--- config.mk ---
export PLATFORM = sky130hd
export DESIGN_NAME = inj_ctrl
export DESIGN_NICKNAME = d
export VERILOG_FILES = /design/src/rtl/inj_ctrl.sv
export SDC_FILE = /design/constraint.sdc
export NUM_CORES = 1
export LEC_CHECK = 0
export ABC_AREA = 1
export CORE_UTILIZATION = 48
export CTS_CLUSTER_DIAMETER = 60
export DETAILED_ROUTE_END_ITERATION = 8
export GPL_TIMING_DRIVEN = 0
export PLACE_DENSITY = 0.91
export SLEW_MARGIN = 20
export SYNTH_ARGS = -nofsm -noshare
export SYNTH_HDL_FRONTEND = slang
export SYNTH_SLANG_ARGS = --single-unit
--- constraint.sdc ---
create_clock -name clk -period 7.1 [get_ports clk]
set_input_delay 1.775 -clock clk [delete_from_list [all_inputs] [get_ports clk]]
set_output_delay 1.775 -clock clk [all_outputs]
set_load 0.1 [all_outputs]
--- src/rtl/inj_ctrl.sv ---
// -----------------------------------------------------------------------------
// inj_ctrl -- local-injection controller for the bufferless deflection router.
//
// Buffers flits from the cache-miss source in a small FIFO and releases the
// oldest one only in a cycle where fewer than four network flits are present
// in the stage, so combone always has a free output port for it.  A saturating
// counter tracks consecutive blocked cycles and raises 'starve' when it tops out.
//
// Optional feature: define INJ_BYPASS_EN to let a flit arriving at an empty
// FIFO inject in the same cycle (zero-cycle latency, FIFO not written).
//
// Ports:
//   clk        in   router clock, rising edge
//   rst        in   synchronous active-high reset
//   lin_data   in   flit offered by the cache-miss source
//   lin_valid  in   lin_data valid this cycle
//   lin_ready  out  controller accepts lin_data this cycle (FIFO not full)
//   nin/sin/ein/win in  network flits entering combone; MSB = valid
//   inj_flit   out  flit driven to combone lin (valid bit forced), else zero
//   inj_fire   out  an injection occurs this cycle
//   starve     out  injection blocked for STARVE_MAX consecutive cycles
//   fifo_count out  current FIFO occupancy
// -----------------------------------------------------------------------------
module inj_ctrl #(
  parameter int FLIT_W     = 10,
  parameter int DEPTH      = 4,
  parameter int STARVE_MAX = 15
) (
  input  logic                     clk,
  input  logic                     rst,
  input  logic [FLIT_W-1:0]        lin_data,
  input  logic                     lin_valid,
  output logic                     lin_ready,
  input  logic [FLIT_W-1:0]        nin,
  input  logic [FLIT_W-1:0]        sin,
  input  logic [FLIT_W-1:0]        ein,
  input  logic [FLIT_W-1:0]        win,
  output logic [FLIT_W-1:0]        inj_flit,
  output logic                     inj_fire,
  output logic                     starve,
  output logic [$clog2(DEPTH):0]   fifo_count
);

  localparam int AW = $clog2(DEPTH);
  localparam int CW = AW + 1;
  localparam int SW = $clog2(STARVE_MAX + 1);
  localparam logic [FLIT_W-1:0] VALID_MASK = {1'b1, {(FLIT_W-1){1'b0}}};

  logic [FLIT_W-1:0] mem_q [DEPTH];
  logic [AW-1:0]     wr_ptr_q, wr_ptr_d;
  logic [AW-1:0]     rd_ptr_q, rd_ptr_d;
  logic [CW-1:0]     count_q, count_d;
  logic [SW-1:0]     starve_cnt_q, starve_cnt_d;

  logic [3:0]        net_valid;
  logic [2:0]        occ;
  logic              free;
  logic              empty;
  logic              full;
  logic              pop;
  logic              push;
  logic              bypass;
  logic [FLIT_W-1:0] head;

  // Network occupancy of the stage: one valid bit per incoming port.
  assign net_valid = {win[FLIT_W-1], ein[FLIT_W-1], sin[FLIT_W-1], nin[FLIT_W-1]};

  always_comb begin
    occ = 3'd0;
    for (int i = 0; i < 4; i++) begin
      occ = occ + 3'(net_valid[i]);
    end
  end

  assign free  = (occ < 3'd4);
  assign empty = (count_q == '0);
  assign full  = (count_q == CW'(DEPTH));

  // Readiness looks only at the registered count; a same-cycle pop never
  // opens space for a push into a full FIFO.
  assign lin_ready = !full;
  assign pop       = !empty && free;

`ifdef INJ_BYPASS_EN
  // Empty FIFO: hand the incoming flit straight to combone, skip the write.
  assign bypass = empty && lin_valid && free;
`else
  assign bypass = 1'b0;
`endif

  assign push     = lin_valid && lin_ready && !bypass;
  assign inj_fire = pop || bypass;
  assign head     = mem_q[rd_ptr_q];

  always_comb begin
    inj_flit = '0;
    if (pop) begin
      inj_flit = head | VALID_MASK;
    end else if (bypass) begin
      inj_flit = lin_data | VALID_MASK;
    end
  end

  // Next-state: pointers wrap naturally since DEPTH is a power of two.
  always_comb begin
    wr_ptr_d = wr_ptr_q + AW'(push);
    rd_ptr_d = rd_ptr_q + AW'(pop);
    count_d  = count_q + CW'(push) - CW'(pop);

    starve_cnt_d = starve_cnt_q;
    if (inj_fire || empty) begin
      starve_cnt_d = '0;
    end else if (!free && (starve_cnt_q != SW'(STARVE_MAX))) begin
      starve_cnt_d = starve_cnt_q + SW'(1);
    end
  end

  always_ff @(posedge clk) begin
    if (rst) begin
      wr_ptr_q     <= '0;
      rd_ptr_q     <= '0;
      count_q      <= '0;
      starve_cnt_q <= '0;
    end else begin
      wr_ptr_q     <= wr_ptr_d;
      rd_ptr_q     <= rd_ptr_d;
      count_q      <= count_d;
      starve_cnt_q <= starve_cnt_d;
    end
  end

  // Storage carries no reset; a write in the reset cycle is dropped so the
  // FIFO contents never reflect a discarded push.
  always_ff @(posedge clk) begin
    if (push && !rst) begin
      mem_q[wr_ptr_q] <= lin_data;
    end
  end

  assign starve     = (starve_cnt_q == SW'(STARVE_MAX));
  assign fifo_count = count_q;

endmodule

==> impl_metrics.yaml <==
clock_tree:
  cts.clk_slew.worst_paths_ns: 0.07
  cts_tree: "yes"
  postCtsSetupBuffers: 0
  cts_buffers: 5
  cts_resized: 0
  ctsRootBufferMaster: "clkbuf_8"
  clkLatencyLatePin_ns: 0.29
  cts_max_path_buffers: 2
  clkSinkCount: 47
  postCtsHoldBufs: 0
  ctsHtreeMaxLevel: 2
synthesis:
  synth_compound_area_share_pct: 8.19
  synth_top_family_by_area: "simple AND/OR/NAND/NOR gates"
  synth-simple-area-share_pct: 14.3
  syn_avg_cell_area_um2: 10.9
  synth-seq-cells: 47
  synth_mux_area_share_pct: 0
  syn_inst: 185
  yosysSeqAreaShare_pct: 64.6
  synth-adder-area-share_pct: 5.09
  synth-warning-count: 0
  syn_area_mm2: 0.00202
  syn_nets: 245
  yosys.cell_types.count: 21
  synth_xor_area_share_pct: 1.30
grt:
  antenna_found_initial: 0
  grt_max_degree: 15
  grt_overflow_total: 0
  grt_pass1_wl_um: 6180
  track_usage_pct: 19.9
  first_global_vias: 1361
sta:
  tightest_slew_ns: 0.968
  worst_clock_skew_ns: 0.00622
  slew_headroom_pct: 35.3
  rsz0062_at_grt: "no"
  fin_crit_sh_pct: 90.2
  final-setup-viol-count: 0
  final.setup.tns_ns: 0
  hold_violations: 0
  max_freq_mhz: 156
  setup_slack_ns: 0.699
  period_needed_ns: 6.40
  drv_slew: 0
worst_setup_path:
  cp_cell_sequence: "clkdlybuf4s50_1, fa_1, nand3_1, nand2_1, inv_1, buf_4, clkdlybuf4s50_1"
  setup.worst_path.end_class: "output pin"
  critPathMaxStageDelay_ns: 1.12
  arrival_ns: 4.63
  crit_fanout: 10
  regToRegSetupSlack_ns: 4.71
  critical-path-slowest-cell: "clkdlybuf4s50_1"
  critPathRequiredTime_ns: 5.33
  criticalPathCategory: "input port to output pin"
  worst_setup_path_start_kind: "input port"
  cp_top_family: "buffers and inverters"
  crit_buf_inv: 4
  cpMostUsedCell: "clkdlybuf4s50_1"
detailed_routing:
  wire_per_inst_um: 13.9
  via_per_inst: 5.08
  via_count: 1392
  drtIter0Drc: 46
  finalWirelength_um: 3800
  post-route-drc-count: 0
  drt_pre_antenna_iters: 4
  antenna_left: 0
finish:
  area_growth_pct: 23.6
  final_cell_area_mm2: 0.00249
  fill_cells: 332
  antenna_cells: 0
  fin_nets: 283
  regArea_mm2: 0.00130
  layout-drive-gt1-share_pct: 8.04
  multi_input_area_um2: 602
power_and_ir_drop:
  ir_drop_mv: 0.466
  cellPowerDensity_mw_per_mm2: 464
  p_leak_nw: 0.915
floorplanning:
  dieArea_mm2: 0.00446
  pin_count: 69
  start_util_pct: 50.0
  dieHeight_um: 66.8
  core-area_mm2: 0.00403
  die_w_um: 66.8
  rows: 23
placement:
  port_buffers: 31
  pre_cts_slack_ns: 0.683
  dp.final_hpwl_um: 2530
  gp_congestion: 0.746
  place_area_mm2: 0.00241
flow_run:
  maxCapViolCount: 0
hold_path:
  holdCritPathClass: "flop to flop"
outcome:
  status: "completed"
==> report_power, final <==
| group | leakage, nW | switching, mW | total, mW | internal, mW |
|---|---|---|---|---|
| logic | 0.459 | 0.504 | 0.670 | 0.166 |
| registers | 0.417 | 0.0156 | 0.338 | 0.323 |
| clock network | 0.0392 | 0.0817 | 0.148 | 0.0668 |
==> placed cells by master (no fill, tap or decap), drive strengths merged <==
cell type / synthesis / routed
inv: 18 / 18
clkdlybuf4s50: 0 / 31
fa: 2 / 2
clkinvlp: 0 / 1
ha: 5 / 5
nand4: 1 / 1
xor2: 1 / 1
clkbuf: 0 / 5
a21oi: 14 / 14
nor2: 43 / 43
clkinv: 1 / 3
o21ai: 19 / 19
nor3: 4 / 4
nand3: 7 / 7
buf: 5 / 5
dfxtp: 11 / 11
xnor2: 2 / 2
nand2: 16 / 16
edfxtp: 36 / 36
==> cells in the mapped netlist <==
master | count | area [µm²]
a21oi_1 | 14 | 70.1
buf_12 | 1 | 20.0
buf_4 | 1 | 7.51
buf_6 | 3 | 33.8
clkinv_1 | 1 | 3.75
dfxtp_1 | 11 | 220
edfxtp_1 | 36 | 1080
fa_1 | 2 | 40.0
ha_1 | 5 | 62.6
inv_1 | 17 | 63.8
inv_2 | 1 | 3.75
nand2_1 | 16 | 60.1
nand3_1 | 7 | 35.0
nand4_1 | 1 | 6.26
nor2_1 | 41 | 154
nor2_2 | 2 | 12.5
nor3_1 | 4 | 20.0
o21ai_0 | 9 | 45.0
o21ai_1 | 10 | 50.1
xnor2_1 | 2 | 17.5
xor2_1 | 1 | 8.76
==> sequential cells by signal (all words and copies together), names as in the netlist <==
signal        cells
mem_q            36
starve_cnt_q      4
fifo_count        3
rd_ptr_q          2
wr_ptr_q          2
==> metrics by stage <==
| step | utilization (%) | hold slack (ns) | power (mW) | cells |
|---|---|---|---|---|
| CTS | 61.9 | 0.519 | 1.16 | 274 |
| global placement | 59.3 | 0.488 | 1.00 | 266 |
| finish | 61.9 | 0.515 | 1.16 | 274 |
| global route | 61.9 | 0.562 | 1.21 | 274 |
| floorplan | - | 0.471 | 0.863 | 185 |
| detailed placement | 59.8 | 0.507 | 1.01 | 266 |
==> kinds of logic after synthesis <==
family / after synthesis
fa+ha+maj: 7
flops: 47
compound gates: 33
xor+xnor: 3
buf+inv: 24
simple gates: 71
==> metal layers <==
| layer | global-route usage, % | wire length, µm | vias up |
|---|---|---|---|
| li1 | - | - | 698 |
| met1 | 22.3 | 1560 | 643 |
| met2 | 34.0 | 1950 | 43 |
| met3 | 5.48 | 208 | 8 |
| met4 | 10.6 | 78 | 0 |
| met5 | 0 | 0 | - |
==> final cells by class <==
type	count	share of cell area [%]
flip-flops and latches	47	52.2
clock buffers	5	2.76
plain buffers	5	2.46
inverters	19	2.86
repair buffers	31	12.4
clock inverters	3	0.602
well taps	50	2.51
multi-input cells	114	24.1
==> tightest hold or removal path, stage by stage, from the launching register on <==
cell and delay (ns):
dfxtp_1 0.34, nand2_1 0.07, a21oi_1 0.06
==> worst paths after layout <==
path                    from              end  cells after the start
max                   nin[9]      inj_flit[9]                      7
min          starve_cnt_q[1]  starve_cnt_q[1]                      2
max reg2reg    fifo_count[1]    fifo_count[2]                     11
min reg2reg  starve_cnt_q[1]  starve_cnt_q[1]                      2
No activity file was read; power rests on OpenSTA's default activity.
